==> src/rtl/pixel_unpacker.sv <==
// rtl/pixel_unpacker.sv - unpacks 3-word/4-pixel video stream into one RGB pixel per handshake
// Optional framing checks (sof_err/eol_err) are built when PIXEL_UNPACKER_CHECK_EN is defined.
module pixel_unpacker #(
  parameter int X_SIZE = 640,
  parameter int Y_SIZE = 480
) (
  input  logic        aclk,
  input  logic        areset,
  input  logic [31:0] in_stream_tdata,
  input  logic [3:0]  in_stream_tkeep,
  input  logic        in_stream_tlast,
  input  logic        in_stream_tuser,
  input  logic        in_stream_tvalid,
  output logic        in_stream_tready,
  output logic [7:0]  r,
  output logic [7:0]  g,
  output logic [7:0]  b,
  output logic [15:0] x,
  output logic [15:0] y,
  output logic        sof,
  output logic        eol,
  output logic        valid,
  input  logic        ready,
  output logic        sof_err,
  output logic        eol_err,
  output logic [15:0] frame_count
);

  localparam logic [15:0] X_LAST = 16'(X_SIZE - 1);
  localparam logic [15:0] X_PRE  = 16'(X_SIZE - 2);
  localparam logic [15:0] Y_LAST = 16'(Y_SIZE - 1);

  typedef enum logic [1:0] {PH0, PH1, PH2, PH3} phase_e;

  phase_e      phase_q, phase_d, eff_phase;
  logic [23:0] residue_q, residue_d;
  logic [23:0] pix_q, pix_d;
  logic [15:0] cx_q, cy_q, pos_x, pos_y, nx, ny;
  logic [15:0] x_q, y_q, frame_count_q;
  logic        sof_q, eol_q, valid_q, sof_err_q, eol_err_q;
  logic        load, accept, emit, x_wrap, frame_inc, sof_bad, eol_bad;

`ifdef PIXEL_UNPACKER_CHECK_EN
  logic unused_in;
  assign unused_in = ^in_stream_tkeep;
`else
  logic unused_in;
  assign unused_in = ^{in_stream_tkeep, in_stream_tuser, in_stream_tlast};
`endif

  always_comb begin
    load             = !valid_q | ready;
    in_stream_tready = !areset & (phase_q != PH3) & load;
    accept           = in_stream_tvalid & in_stream_tready;
    emit             = accept | ((phase_q == PH3) & load);
    eff_phase        = phase_q;
    pos_x            = cx_q;
    pos_y            = cy_q;
    sof_bad          = 1'b0;
    eol_bad          = 1'b0;
`ifdef PIXEL_UNPACKER_CHECK_EN
    // A misplaced start-of-frame resynchronises: the word becomes W0 of pixel (0,0).
    sof_bad = accept & in_stream_tuser & ((phase_q != PH0) | (cx_q != 16'd0) | (cy_q != 16'd0));
    if (sof_bad) begin
      eff_phase = PH0;
      pos_x     = 16'd0;
      pos_y     = 16'd0;
    end
    eol_bad = accept & (in_stream_tlast != ((eff_phase == PH2) & (pos_x == X_PRE)));
`endif
    pix_d     = residue_q;
    residue_d = residue_q;
    phase_d   = PH0;
    case (eff_phase)
      PH0: begin
        pix_d     = in_stream_tdata[23:0];
        residue_d = {residue_q[23:8], in_stream_tdata[31:24]};
        phase_d   = PH1;
      end
      PH1: begin
        pix_d     = {in_stream_tdata[15:0], residue_q[7:0]};
        residue_d = {residue_q[23:16], in_stream_tdata[31:16]};
        phase_d   = PH2;
      end
      PH2: begin
        pix_d     = {in_stream_tdata[7:0], residue_q[15:0]};
        residue_d = in_stream_tdata[31:8];
        phase_d   = PH3;
      end
      default: begin
        pix_d   = residue_q;
        phase_d = PH0;
      end
    endcase
    x_wrap    = (pos_x == X_LAST);
    frame_inc = x_wrap & (pos_y == Y_LAST);
    nx        = x_wrap ? 16'd0 : pos_x + 16'd1;
    ny        = x_wrap ? ((pos_y == Y_LAST) ? 16'd0 : pos_y + 16'd1) : pos_y;
  end

  always_ff @(posedge aclk) begin
    if (areset) begin
      phase_q       <= PH0;
      residue_q     <= '0;
      pix_q         <= '0;
      cx_q          <= '0;
      cy_q          <= '0;
      x_q           <= '0;
      y_q           <= '0;
      sof_q         <= 1'b0;
      eol_q         <= 1'b0;
      valid_q       <= 1'b0;
      sof_err_q     <= 1'b0;
      eol_err_q     <= 1'b0;
      frame_count_q <= '0;
    end else begin
      sof_err_q <= sof_bad;
      eol_err_q <= eol_bad;
      if (emit) begin
        phase_q   <= phase_d;
        residue_q <= residue_d;
        pix_q     <= pix_d;
        x_q       <= pos_x;
        y_q       <= pos_y;
        sof_q     <= (pos_x == 16'd0) & (pos_y == 16'd0);
        eol_q     <= x_wrap;
        valid_q   <= 1'b1;
        cx_q      <= nx;
        cy_q      <= ny;
        if (frame_inc) frame_count_q <= frame_count_q + 16'd1;
      end else if (ready) begin
        valid_q <= 1'b0;
      end
    end
  end

  assign r           = pix_q[23:16];
  assign g           = pix_q[15:8];
  assign b           = pix_q[7:0];
  assign x           = x_q;
  assign y           = y_q;
  assign sof         = sof_q;
  assign eol         = eol_q;
  assign valid       = valid_q;
  assign sof_err     = sof_err_q;
  assign eol_err     = eol_err_q;
  assign frame_count = frame_count_q;

endmodule

==> config.mk <==
export PLATFORM = sky130hd
export DESIGN_NAME = pixel_unpacker
export DESIGN_NICKNAME = d
export VERILOG_FILES = /design/src/rtl/pixel_unpacker.sv
export SDC_FILE = /design/constraint.sdc
export NUM_CORES = 1
export LEC_CHECK = 0
export ABC_AREA = 1
export CORE_MARGIN = 2
export CORE_UTILIZATION = 53
export DETAILED_ROUTE_END_ITERATION = 16
export GPL_ROUTABILITY_DRIVEN = 0
export HOLD_SLACK_MARGIN = 0.06
export PLACE_DENSITY = 0.79
export SLEW_MARGIN = 10
export SYNTH_ARGS = -nofsm -noshare
export SYNTH_HDL_FRONTEND = slang
export SYNTH_SLANG_ARGS = --single-unit
==> constraint.sdc <==
create_clock -name aclk -period 1.9 [get_ports aclk]
set_input_delay 0.38 -clock aclk [delete_from_list [all_inputs] [get_ports aclk]]
set_output_delay 0.38 -clock aclk [all_outputs]
set_load 0.02 [all_outputs]
Word level (Yosys, flattened, before mapping)

Index checks and enable logic that the tools add are counted.

Multiplexer cells: 7
Reduce and logical (&&, ||, !) cells: 13
$add $sub $neg: 3
Eq/ne operators: 6
Bitwise logic cells: 10

Operators with widths:

| cell                                                  | count |
|---|---|
| one-hot mux 24 bit (3 select lines)                   | 2 |
| adder 16 x 1 -> 16 bit, second input constant         | 3 |
| zero test 16 bit                                      | 2 |
| two-way mux 16 bit                                    | 2 |
| equality test 16 x 10 -> 1 bit, second input constant | 1 |
| equality test 16 x 9 -> 1 bit, second input constant  | 1 |
| AND 1 bit                                             | 6 |
| one-hot mux 2 bit (3 select lines)                    | 1 |
| AND reduction 2 bit                                   | 3 |
| equality test 2 bit, second input constant            | 2 |
| AND reduction 4 bit                                   | 1 |
| nonzero test 2 bit                                    | 2 |
| AND reduction 3 bit                                   | 1 |
| nonzero test 3 bit                                    | 1 |
| equality test 2 x 1 -> 1 bit, second input constant   | 1 |
| zero test 1 bit                                       | 2 |
| zero test 2 bit                                       | 1 |
| two-way mux 1 bit                                     | 2 |
| inequality test 2 bit, second input constant          | 1 |
| inverter 1 bit                                        | 2 |
| OR 1 bit                                              | 2 |

Register bits: 133
Input port bits: 42
Output and inout port bits: 78

Logic depth before layout (Yosys ltp)

Gate-level depths: netlist of the first run.

Depth after elaboration: 6
Gate-level depth with buffers: 11

Least setup slack after synthesis of the first run

No wires, ideal clock.

Path kind: flip-flop to output port
Start: register phase_q[1] (netlist: eff_phase[1])
End: output port in_stream_tready
Buffers on the path: 1
Arrival time: 1,444 ps
Slack: 76 ps
Data required time: 1,520 ps
Stages on the path, launching flop included: 4
Path through: dfxtp_1 > ha_1 > clkbuf_1 > nor3_1

Word-level cells in the longest chain between the ends: 3

Ends and longest elaborated chain:

| element                  | RTL line | text |
|---|---|---|
| start: declaration       | 35       | `phase_e phase_q, phase_d, eff_phase;` |
| start signal: assignment | 120      | `phase_q <= phase_d;` |
| inequality test 2 bit    | 53       | `in_stream_tready = !areset & (phase_q != PH3) & load;` |
| AND 1 bit (2 in a row)   | 53       |  |
| end: declaration         | 14       | `output logic in_stream_tready,` |

Every way passes these cells.

Worst setup path after layout of the first run

Start: register frame_count_q[8] (netlist: frame_count[8])
End: output port frame_count[8]

RTL lines:

| element                  | RTL line | text |
|---|---|---|
| start: declaration       | 39       | `logic [15:0] x_q, y_q, frame_count_q;` |
| start signal: assignment | 130      | `if (frame_inc) frame_count_q <= frame_count_q + 16'd1;` |
| end: declaration         | 26       | `output logic [15:0] frame_count` |

No word-level cell between the ends.

==> results of run 1 <==
## sequential cells by signal, summed over array words and instances, names as in the netlist
signal and count:
eff_phase 2, residue_q 24, pix_q 24, valid 1, x 16, frame_count 16, y 16, eol 1
cx_q 16, sof 1, cy_q 16
## layer usage
| metal | GRT usage | wire length (microns) | up-vias |
|---|---|---|---|
| li1 | - | - | 3545 |
| met1 | 0.3642 | 8288 | 3255 |
| met2 | 0.4698 | 9123 | 299 |
| met3 | 0.06124 | 1277 | 47 |
| met4 | 0.1222 | 496 | 0 |
| met5 | 0 | 0 | - |
## timing repair
action,in CTS,in global routing
resized for setup,8,27
setup endpoints to repair,4,51
setup buffers,0,4
pin swaps,0,1
## per-stage QoR
step / setup TNS (ns) / hold WS [ns] / power, W / utilization / setup slack, ns
after detailed placement: -7.628 / 0.4481 / 0.003943 / 0.6612 / -0.3221
final: 0 / 0.4517 / 0.007266 / 0.7165 / 0.06252
after CTS: 0 / 0.4459 / 0.007249 / 0.7098 / 0.0006994
after floorplan: 0 / 0.4297 / 0.003506 / - / 0.07589
after global placement: -4.865 / 0.4407 / 0.003932 / 0.6612 / -0.3220
after global routing: 0 / 0.4686 / 0.007503 / 0.7165 / 0.005006
## cell usage in the layout, fill, tap and decap left out, types with 10 or more instances in the layout
cell type and count:
sky130_fd_sc_hd__nand2_1 203, sky130_fd_sc_hd__dfxtp_1 133, sky130_fd_sc_hd__nor2_1 121, sky130_fd_sc_hd__inv_1 107
sky130_fd_sc_hd__a21oi_1 96, sky130_fd_sc_hd__clkdlybuf4s50_1 96, sky130_fd_sc_hd__o21ai_0 84, sky130_fd_sc_hd__nand3_1 55
sky130_fd_sc_hd__buf_4 54, sky130_fd_sc_hd__o22ai_1 18, sky130_fd_sc_hd__a31oi_1 18, sky130_fd_sc_hd__nand4_1 17
sky130_fd_sc_hd__clkbuf_16 17, sky130_fd_sc_hd__nor3_1 14, sky130_fd_sc_hd__o21ai_1 14, sky130_fd_sc_hd__dlymetal6s2s_1 10
## layout make-up
| type | count | area share |
|---|---|---|
| inverter | 114 | 0.04819 |
| sequential | 133 | 0.2981 |
| timing repair buffer | 173 | 0.1841 |
| multi-input combinational | 698 | 0.3780 |
| clock inverter | 9 | 0.01401 |
| clock buffer | 23 | 0.05352 |
| tap | 172 | 0.02410 |
## worst reg2reg max path: cells and delay by family, from the launching register on
family        cells  cell delay [ns]
fa+ha+maj         1             0.22
buf+inv           3             0.53
flops             1             0.32
simple gates      6             0.63
## kinds of logic (layout without fill, tap and decap cells)
family / Yosys count / after routing / synth area share
fa+ha+maj: 10 / 10 / 0.01872
buf+inv: 164 / 319 / 0.09978
compound gates: 241 / 241 / 0.1913
other cells: 1 / 2 / 0.0005610
flops: 133 / 133 / 0.3984
xor+xnor: 8 / 8 / 0.01048
simple gates: 437 / 437 / 0.2808
## path summary, 6_finish.rpt
kind / endpoint / start / cells past startpoint
setup / recovery: frame_count[8] / frame_count[8] / 1
hold / removal: residue_q[7] / areset / 5
setup reg to reg: cx_q[0] / eff_phase[0] / 10
hold reg to reg: residue_q[11] / residue_q[11] / 2
## report_power, final
group          internal (W)  switching (W)  total [W]
logic              0.000418       0.000540   0.000958
registers           0.00290      0.0000582    0.00296
clock network       0.00216        0.00119    0.00335
==> metrics.md, run 1 <==
| Metric | Value |
|---|---|
| Status | finished, final reports clean |
| Via count of the first global-routing pass | 6385 |
| Placed insts | 1286 |
| Endpoints failing hold | 0 |
| Clock network latency to the later pin of the worst-skew pair | 0.42 ns |
| Final design instance area without fill | 8931 sq um |
| Count of unique library cells instantiated by Yosys | 34 |
| Most used standard cell by instance count after synthesis | sky130_fd_sc_hd__nand2_1 |
| Area Growth Syn to Fin | 33.62% |
| Cells along the critical path | clkdlybuf4s50_1 |
| Maximum number of buffers from clock root to sink | 2 |
| Peak supply drop | 0.6005 mV |
| Clock tree root driver cell | sky130_fd_sc_hd__clkbuf_16 |
| Die Y-Extent | 116.3 microns |
| Number of maximum-capacitance violations | 0 |
| Min cycle time layout | 1.837 ns |
| Most used DFF post-synth | sky130_fd_sc_hd__dfxtp_1 |
| Mapped Avg Cell Area | 6.724 sq um |
| Area of combinational cells with multiple inputs | 3376 sq um |
| Type of the worst setup path | register to output port |
| Synthesized area | 6684 sq um |
| Layout cell share with drive strength beyond 1 | 0.1017 |
| Grt total ovfl | 0 |
| Nets@finish | 1189 |
| Final Cycle Share | 0.9671 |
| Initial core utilization | 0.5362 |
| Detailed Route WL | 19.19 mm |
| Most used standard cells in the synthesized netlist | sky130_fd_sc_hd__nand2_1, sky130_fd_sc_hd__dfxtp_1, sky130_fd_sc_hd__nor2_1, sky130_fd_sc_hd__inv_1, sky130_fd_sc_hd__a21oi_1 |
| Std-Cell Core Area | 12470 sq um |
| Cell with the biggest individual delay on the critical path | sky130_fd_sc_hd__clkdlybuf4s50_1 |
| Ports placed on the boundary | 120 |
| Count of placed standard cells in the final layout, fillers left out | 1322 |
| Maximum clock frequency | 0.5442 GHz |
| Number of enable flip-flop cells after synthesis | 0 |
| First-pass GRT wire length | 30.62 mm |
| Antenna-violating nets left | 0 |
| Via density per instance | 5.405 |
| Initial detailed-routing violation count | 581 |
| Critical Path Source Type | register |
| Sequential cell area | 2663 sq um |
| Clk sink count | 133 |
| Data required time of the worst path | 1.52 ns |
| Pre-Repair DR Iteration Count | 6 |
| Buf/Inv on CP | 1 |
| Area of the die | 13530 sq um |
| Setup Skew | 0.008358 ns |
| Total power per unit cell area | 813.5 nW/um^2 |
| Max-slew violation count | 0 |
| Post-detail-place hpwl | 13.55 mm |
| Signal arrival time at the worst endpoint | 1.46 ns |
| Post-synthesis async set-or-reset flop share | 0 |
| Clock edge transition at the registers on the reported setup and hold paths | 0.05 ns |
| Filler cells | 1062 |
| Instance count of the mapped netlist | 994 |
| Number of H-tree levels | 4 |
| Placed Area | 8243 sq um |
| Fraction of the yosys area taken by sequential cells | 0.3984 |
| RSZ-0062 raised after global routing | false |
| Leakage power | 3.832 nW |
| Count of standard-cell rows | 41 |
| Worst reg2reg setup slack | 0.11 ns |
| Pin count of the biggest net entering global routing | 30 |
| Kind of cell adding the most delay to the critical path | buffers and inverters |
| Die X | 116.3 microns |
| Capturing element type of the critical path | output port |
| Final count of negative-setup-slack endpoints | 0 |
| Via count | 7146 |
| Cell taking the most area after synthesis | sky130_fd_sc_hd__dfxtp_1 |
| Diodes inserted | 0 |
| CTS hold repair buffers | 0 |
| Worst hold path type | input pin to register |
| Antenna violations before repair | 0 |
| Overall Global Routing Usage | 0.2859 |
| Maximum fanout encountered on the critical timing path | 5 |
| Delay of the slowest cell on the worst path | 0.63 ns |
| Cell types occupying the most area after synthesis | sky130_fd_sc_hd__dfxtp_1, sky130_fd_sc_hd__nand2_1, sky130_fd_sc_hd__a21oi_1 |
| CTS buffer count | 17 |
| CTS tree | built |
| Count of unresolved DRC violations after routing | 0 |
| Warnings from Yosys | 0 |
| Share of the synthesized area in the top cell type | 0.3984 |
| Routed WL per cell | 14.51 microns |
| Number of register bits inferred by synthesis | 133 |
| Number of buffers added on ports | 111 |
No activity file was read; power rests on OpenSTA's default activity.
==> run 2, diff against run 1 <==
--- a/config.mk
+++ b/config.mk
@@ -5,13 +5,13 @@
 export SDC_FILE = /design/constraint.sdc
 export NUM_CORES = 1
 export LEC_CHECK = 0
-export ABC_AREA = 1
+export CAP_MARGIN = 20
 export CORE_MARGIN = 2
-export CORE_UTILIZATION = 53
+export CORE_UTILIZATION = 56
 export DETAILED_ROUTE_END_ITERATION = 16
 export GPL_ROUTABILITY_DRIVEN = 0
 export HOLD_SLACK_MARGIN = 0.06
-export PLACE_DENSITY = 0.79
+export PLACE_DENSITY = 0.85
 export SLEW_MARGIN = 10
 export SYNTH_ARGS = -nofsm -noshare
 export SYNTH_HDL_FRONTEND = slang
==> constraint.sdc (replaced) <==
create_clock -name aclk -period 2.25 [get_ports aclk]
set_input_delay 0.45 -clock aclk [delete_from_list [all_inputs] [get_ports aclk]]
set_output_delay 0.45 -clock aclk [all_outputs]
set_load 0.02 [all_outputs]
==> metrics.md, run 2 <==
| Metric | Value |
|---|---|
| Status | finished, final reports clean (unchanged) |
| Total Negative Setup Slacks | 0 ns (unchanged) |
| CTS buffer count | 17 (unchanged) |
| Worst-Margin Slew | 0.5355 ns |
| Share of the core filled with cells in the final layout | 0.7856 (was 0.7165) |
| Number of H-tree levels | 4 (unchanged) |
| Filler cells | 708 (was 1062) |
| Kind of cell adding the most delay to the critical path | simple AND/OR/NAND/NOR gates (was buffers and inverters) |
| Commonest non-fill, non-tap cells in the layout | sky130_fd_sc_hd__dfxtp_1, sky130_fd_sc_hd__nand2_1, sky130_fd_sc_hd__clkdlybuf4s50_1 (was sky130_fd_sc_hd__nand2_1, sky130_fd_sc_hd__dfxtp_1, sky130_fd_sc_hd__nor2_1) |
| Fraction of the yosys area taken by sequential cells | 0.4444 (was 0.3984) |
| RSZ-0062 raised after global routing | true (was false) |
| Number of register bits inferred by synthesis | 133 (unchanged) |
| Hold slack final | 0.1523 ns (was 0.4517 ns) |
| Std-Cell Core Area | 10370 sq um (was 12470 sq um) |
| Die X | 107.4 microns (was 116.3 microns) |
| Area of the die | 11540 sq um (was 13530 sq um) |
| Count of standard-cell rows | 37 (was 41) |
| Most used standard cells in the synthesized netlist | sky130_fd_sc_hd__dfxtp_1, sky130_fd_sc_hd__nand2_1, sky130_fd_sc_hd__a21oi_1, sky130_fd_sc_hd__nor2_1, sky130_fd_sc_hd__clkbuf_1 (was sky130_fd_sc_hd__nand2_1, sky130_fd_sc_hd__dfxtp_1, sky130_fd_sc_hd__nor2_1, sky130_fd_sc_hd__inv_1, sky130_fd_sc_hd__a21oi_1) |
| Overall Global Routing Usage | 0.3173 (was 0.2859) |
| Worst hold path type | input pin to register (unchanged) |
| Clock tree root driver cell | sky130_fd_sc_hd__clkbuf_8 (was sky130_fd_sc_hd__clkbuf_16) |
| Number of buffers added on ports | 111 (unchanged) |
| Maximum number of buffers from clock root to sink | 2 (unchanged) |
| Most common cell after layout, fill and taps aside | sky130_fd_sc_hd__dfxtp_1 (was sky130_fd_sc_hd__nand2_1) |
| Critical Path Source Type | register (unchanged) |
| Placed insts | 978 (was 1286) |
| Delay of the slowest cell on the worst path | 0.58 ns (was 0.63 ns) |
| Mapped Avg Cell Area | 8.041 sq um (was 6.724 sq um) |
| Most used DFF post-synth | sky130_fd_sc_hd__dfxtp_1 (unchanged) |
| Pin count of the biggest net entering global routing | 121 (was 30) |
| Cells along the critical path | or4_4 -> nor3_4 -> buf_6 -> nand2_2 -> or4_4 -> a21oi_2 (was clkdlybuf4s50_1) |
| Number of enable flip-flop cells after synthesis | 0 (unchanged) |
| Count of unique library cells instantiated by Yosys | 46 (was 34) |
| First-pass GRT wire length | 28.97 mm (was 30.62 mm) |
| Diodes inserted | 0 (unchanged) |
| Signal arrival time at the worst endpoint | 2.67 ns (was 1.46 ns) |
| Endpoints failing hold | 0 (unchanged) |
| Area Growth Syn to Fin | 35.99% (was 33.62%) |
| Ports placed on the boundary | 120 (unchanged) |
| Cell with the biggest individual delay on the critical path | sky130_fd_sc_hd__or4_4 (was sky130_fd_sc_hd__clkdlybuf4s50_1) |
| Layout cell share with drive strength beyond 1 | 0.1219 (was 0.1017) |
| Initial core utilization | 0.5777 (was 0.5362) |
| Via density per instance | 6.220 (was 5.405) |
| Type of the worst setup path | register to register (was register to output port) |
| Final design instance area without fill | 8147 sq um (was 8931 sq um) |
| Capturing element type of the critical path | register (was output port) |
| Placed Area | 7436 sq um (was 8243 sq um) |
| Via count | 6307 (was 7146) |
| Max-slew violation count | 0 (unchanged) |
| Count of placed standard cells in the final layout, fillers left out | 1014 (was 1322) |
| Warnings from Yosys | 0 (unchanged) |
| Die Y-Extent | 107.4 microns (was 116.3 microns) |
| CTS tree | built (unchanged) |
| Antenna-violating nets left | 0 (unchanged) |
| Pre-Repair DR Iteration Count | 8 (was 6) |
| Cell type with the highest occurrence count on the critical path | sky130_fd_sc_hd__or4_4 |
| Grt total ovfl | 0 (unchanged) |
| Cell types occupying the most area after synthesis | sky130_fd_sc_hd__dfxtp_1, sky130_fd_sc_hd__nand2_1, sky130_fd_sc_hd__a21oi_1 (unchanged) |
| Maximum fanout encountered on the critical timing path | 6 (was 5) |
| Post-detail-place hpwl | 11.66 mm (was 13.55 mm) |
| Post-synthesis async set-or-reset flop share | 0 (unchanged) |
| Cell taking the most area after synthesis | sky130_fd_sc_hd__dfxtp_1 (unchanged) |
| Count of unresolved DRC violations after routing | 0 (unchanged) |
| Final count of negative-setup-slack endpoints | 0 (unchanged) |
| Antenna violations before repair | 0 (unchanged) |
| Detailed Route WL | 18.45 mm (was 19.19 mm) |
| Via count of the first global-routing pass | 5950 (was 6385) |
| Share of the synthesized area in the top cell type | 0.4444 (was 0.3984) |
| Nets@finish | 917 (was 1189) |
| Clock edge transition at the registers on the reported setup and hold paths | 0.06 ns (was 0.05 ns) |
| Leakage power | 2.869 nW (was 3.832 nW) |
| Peak supply drop | 0.5161 mV (was 0.6005 mV) |
| Final Cycle Share | 0.9843 |
| Total power per unit cell area | 698.8 nW/um^2 (was 813.5 nW/um^2) |
| Clock network latency to the later pin of the worst-skew pair | 0.54 ns (was 0.42 ns) |
| Buf/Inv on CP | 1 (unchanged) |
| Maximum clock frequency | 0.4515 GHz |
| Instance count of the mapped netlist | 745 (was 994) |
| Clk sink count | 133 (unchanged) |
| Number of maximum-capacitance violations | 0 (unchanged) |
| Worst rel slew slack | 0.6430 |
| Data required time of the worst path | 2.70 ns (was 1.52 ns) |
| CTS hold repair buffers | 0 (unchanged) |
| Initial detailed-routing violation count | 642 (was 581) |
| Routed WL per cell | 18.20 microns (was 14.51 microns) |
| Synthesized area | 5991 sq um (was 6684 sq um) |
| Most used standard cell by instance count after synthesis | sky130_fd_sc_hd__dfxtp_1 (was sky130_fd_sc_hd__nand2_1) |
| Setup Skew | 0.009969 ns (was 0.008358 ns) |
| Min cycle time layout | 2.215 ns |
| Largest regs | pix_q: 24 flops, residue_q: 24 flops (unchanged) |
-- run 2: changes by cell type after synthesis, moves of 30 or more --
cell and delta:
sky130_fd_sc_hd__inv_1 -97, sky130_fd_sc_hd__clkbuf_1 +31, sky130_fd_sc_hd__nor2_1 -41, sky130_fd_sc_hd__nand3_1 -30, sky130_fd_sc_hd__o21ai_0 -75, sky130_fd_sc_hd__nand2_1 -92
-- run 2: routing by layer --
layer | vias to the layer above | track usage | share of wire
met5 | - | 0 | 0
met1 | 2946 | 0.4038 | 0.40
li1 | 2905 | - | -
met2 | 382 | 0.5127 | 0.48
met3 | 74 | 0.07324 | 0.091
met4 | 0 | 0.1447 | 0.033
-- run 2: kinds of logic after synthesis --
family,after synthesis,share of synthesized area
AND/OR/NAND/NOR,319,0.2494
AO/OA/AOI/OAI,179,0.1940
flip-flops,133,0.4444
buffers and inverters,75,0.04887
XOR/XNOR,24,0.03509
adder cells (fa/ha/maj),10,0.02089
multiplexers,4,0.006684
other,1,0.0006260
-- run 2: worst paths after layout --
path                       from             to  slack [ns]  depth (start not counted)
setup / recovery       cx_q[11]       cy_q[15]        0.04                          6
hold reg to reg   residue_q[21]  residue_q[21]        0.45                          2
setup reg to reg       cx_q[11]       cy_q[15]        0.04                          6
hold / removal           areset          valid        0.15                          2
-- run 2: layout make-up --
type	count	area [sq um]	share of cell area
multi-input cells	538	3126	0.3837
flip-flops and latches	133	2664	0.3270
repair buffers	163	1574	0.1932
clock buffers	23	466.7	0.05729
well taps	136	170.2	0.02089
clock inverters	9	101.3	0.01244
inverters	12	45.04	0.005529
-- run 2: stage by stage --
step	power, W	worst slack (ns)
floorplan	0.002797	0.09743
global placement	0.003028	-0.2469
detailed placement	0.003044	-0.3211
CTS	0.005676	0.00008371
global route	0.005850	-0.04632
finish	0.005693	0.03534
-- run 2: where the power goes --
group | total (W) | switching, W | internal (W)
combinational | 0.000582 | 0.000337 | 0.000245
sequential | 0.00244 | 0.0000326 | 0.00241
clock | 0.00267 | 0.00101 | 0.00166
total | 0.00569 | 0.00138 | 0.00431
-- run 2: repair_timing --
item	4_1_cts	5_1_grt
setup endpoints to repair	7	12
gates cloned	0	0
resized for setup	10	15
pin swaps	1	8
buffers inserted	3	0
==> run 3, diff against run 2 <==
--- a/config.mk
+++ b/config.mk
@@ -11,7 +11,7 @@
 export DETAILED_ROUTE_END_ITERATION = 16
 export GPL_ROUTABILITY_DRIVEN = 0
 export HOLD_SLACK_MARGIN = 0.06
-export PLACE_DENSITY = 0.85
+export PLACE_DENSITY = 0.86
 export SLEW_MARGIN = 10
 export SYNTH_ARGS = -nofsm -noshare
 export SYNTH_HDL_FRONTEND = slang
==> metrics.md, run 3 (same netlist as run 2, synthesis figures left out) <==
| Metric | Value |
|---|---|
| Status | finished, final reports clean (unchanged) |
| Buf/Inv on CP | 1 (unchanged) |
| Initial core utilization | 0.5777 (unchanged) |
| Top layer used by detailed routing | met4 (unchanged) |
| Antenna violations before repair | 0 (unchanged) |
| Commonest non-fill, non-tap cells in the layout | sky130_fd_sc_hd__dfxtp_1, sky130_fd_sc_hd__nand2_1, sky130_fd_sc_hd__clkdlybuf4s50_1 (unchanged) |
| Worst rel slew slack | 0.5363 (was 0.6430) |
| Number of instances on the worst hold path | 3 (was 2) |
| Die Y-Extent | 107.4 microns (unchanged) |
| Initial detailed-routing violation count | 562 (was 642) |
| Total Negative Setup Slacks | 0 ns (unchanged) |
| Peak supply drop | 0.4366 mV (was 0.5161 mV) |
| Number of buffers added on ports | 111 (unchanged) |
| Final count of negative-setup-slack endpoints | 0 (unchanged) |
| Endpoint, Worst Hold | eff_phase[1] (was valid) |
| Delay of the slowest cell on the worst path | 0.59 ns (was 0.58 ns) |
| Routed wire length on met2 | 9.002 mm (was 8.852 mm) |
| Post-place setup slack | -0.2100 ns (was -0.3211 ns) |
| Pin count of the biggest net entering global routing | 70 (was 121) |
| Via count | 6305 (was 6307) |
| Number of maximum-capacitance violations | 0 (unchanged) |
| Cells along the critical path | or4_4 -> or3_4 -> buf_4 -> nor4_1 -> xnor2_1 -> nor2_1 (was or4_4 -> nor3_4 -> buf_6 -> nand2_2 -> or4_4 -> a21oi_2) |
| Maximum fanout encountered on the critical timing path | 6 (unchanged) |
| Max-slew violation count | 0 (unchanged) |
| Via density per instance | 6.181 (was 6.220) |
| Worst reg-to-reg path cell count | 6 (unchanged) |
| Layout cell share with drive strength beyond 1 | 0.1222 (was 0.1219) |
| CTS hold repair buffers | 0 (unchanged) |
| Worst flop-to-flop path endpoint | frame_count[9] (was cy_q[15]) |
| Area Growth Syn to Fin | 36.84% (was 35.99%) |
| CTS buffer count | 17 (unchanged) |
| CTS tree | built (unchanged) |
| Final Cycle Share | 0.9945 (was 0.9843) |
| Pre-Repair DR Iteration Count | 7 (was 8) |
| Die X | 107.4 microns (unchanged) |
| WL met3 | 1.604 mm (was 1.678 mm) |
| Grt total ovfl | 0 (unchanged) |
| Worst hold path type | input pin to register (unchanged) |
| Setup Skew | 0.007930 ns (was 0.009969 ns) |
| Clock tree root driver cell | sky130_fd_sc_hd__clkbuf_8 (unchanged) |
| Hold slack final | 0.4167 ns (was 0.1523 ns) |
| Worst reg2reg setup slack | 0.01 ns (was 0.04 ns) |
| Overall Global Routing Usage | 0.3194 (was 0.3173) |
| Clock network latency to the later pin of the worst-skew pair | 0.53 ns (was 0.54 ns) |
| Endpoints failing hold | 0 (unchanged) |
| Nets@finish | 923 (was 917) |
| Maximum clock frequency | 0.4469 GHz (was 0.4515 GHz) |
| Worst min-delay path startpoint | areset (unchanged) |
| Antenna-violating nets left | 0 (unchanged) |
| Area of the die | 11540 sq um (unchanged) |
| Maximum number of buffers from clock root to sink | 2 (unchanged) |
| Kind of cell adding the most delay to the critical path | simple AND/OR/NAND/NOR gates (unchanged) |
| Clk sink count | 133 (unchanged) |
| Number of H-tree levels | 4 (unchanged) |
| Count of standard-cell rows | 37 (unchanged) |
| Post-detail-place hpwl | 12.09 mm (was 11.66 mm) |
| Worst-Margin Slew | 0.6941 ns (was 0.5355 ns) |
| Capturing element type of the critical path | register (unchanged) |
| Detailed Route WL | 18.55 mm (was 18.45 mm) |
| Via count of the first global-routing pass | 5967 (was 5950) |
| Cell with the biggest individual delay on the critical path | sky130_fd_sc_hd__or4_4 (unchanged) |
| Largest regs | pix_q: 24 flops, residue_q: 24 flops (unchanged) |
| Routed WL per cell | 18.18 microns (was 18.20 microns) |
| Leakage power | 2.917 nW (was 2.869 nW) |
| Min cycle time layout | 2.238 ns (was 2.215 ns) |
| Clock edge transition at the registers on the reported setup and hold paths | 0.06 ns (about the same) |
| First-pass GRT wire length | 29.17 mm (was 28.97 mm) |
| Data required time of the worst path | 2.64 ns (was 2.70 ns) |
| Ports placed on the boundary | 120 (unchanged) |
| Total power per unit cell area | 736.3 nW/um^2 (was 698.8 nW/um^2) |
| Wl on met1 | 7.178 mm (was 7.306 mm) |
| Signal arrival time at the worst endpoint | 2.63 ns (was 2.67 ns) |
| Minimum setup slack in the final design | 0.01230 ns (was 0.03534 ns) |
| Type of the worst setup path | register to register (unchanged) |
| Worst reg2reg path startpoint | cx_q[12] (was cx_q[11]) |
| Std-Cell Core Area | 10370 sq um (unchanged) |
| Critical Path Source Type | register (unchanged) |
| Most common cell after layout, fill and taps aside | sky130_fd_sc_hd__dfxtp_1 (unchanged) |
| Count of unresolved DRC violations after routing | 0 (unchanged) |
| Diodes inserted | 0 (unchanged) |
[run 3: metrics by stage]
stage	instances	power, W	cell area, sq um	util
2_1_floorplan	746	0.002797	5995	-
3_3_place_gp	983	0.003026	7461	0.7195
3_5_place_dp	983	0.003043	7461	0.7195
4_1_cts	1015	0.006011	8118	0.7828
5_1_grt	1020	0.006194	8198	0.7905
6_report	1020	0.006036	8198	0.7905
[run 3: report_power, final]
| group | internal [W] | switching, W |
|---|---|---|
| Clock | 0.00197 | 0.00105 |
| Sequential | 0.00241 | 0.0000305 |
| Combinational | 0.000239 | 0.000335 |
| Total | 0.00462 | 0.00142 |
[run 3: how the worst max path moves through the flow]
stage                      end  cells past startpoint  slack [ns]              from
3_3_place_gp    frame_count[4]                      8       -0.19  in_stream_tvalid
3_5_place_dp   frame_count[10]                      7       -0.21  in_stream_tvalid
2_1_floorplan          cy_q[4]                      6         0.1          cx_q[12]
4_1_cts         frame_count[9]                      6       0.006           cx_q[7]
6_report        frame_count[9]                      6        0.01          cx_q[12]
5_1_grt        frame_count[12]                      6       -0.04           cx_q[7]
[run 3: worst min-delay path, cell delays in order]
cell	delay, ns
sky130_fd_sc_hd__buf_4	0.14
sky130_fd_sc_hd__buf_4	0.21
sky130_fd_sc_hd__nor2_1	0.11
[run 3: final cells by class]
cell class / instances / area, sq um
inverter: 12 / 45.04
multi-input combinational: 538 / 3099
clock inverter: 12 / 201.4
tap: 136 / 170.2
timing repair buffer: 169 / 1573
fill: 665 / 2172
sequential: 133 / 2664
clock buffer: 20 / 445.4
[run 3: metal layers]
| metal | vias up | track usage |
|---|---|---|
| li1 | 2910 | - |
| met1 | 2966 | 0.3805 |
| met2 | 343 | 0.5353 |
| met3 | 86 | 0.08838 |
| met4 | 0 | 0.1465 |
| met5 | - | 0 |
[run 3: repair_timing]
item                       in CTS  in global routing
setup buffers                   0                  4
resized for setup               3                 11
pin swaps                       0                  2
setup endpoints to repair       3                 24
cloned                          0                  1
hold endpoints to repair        0                  0
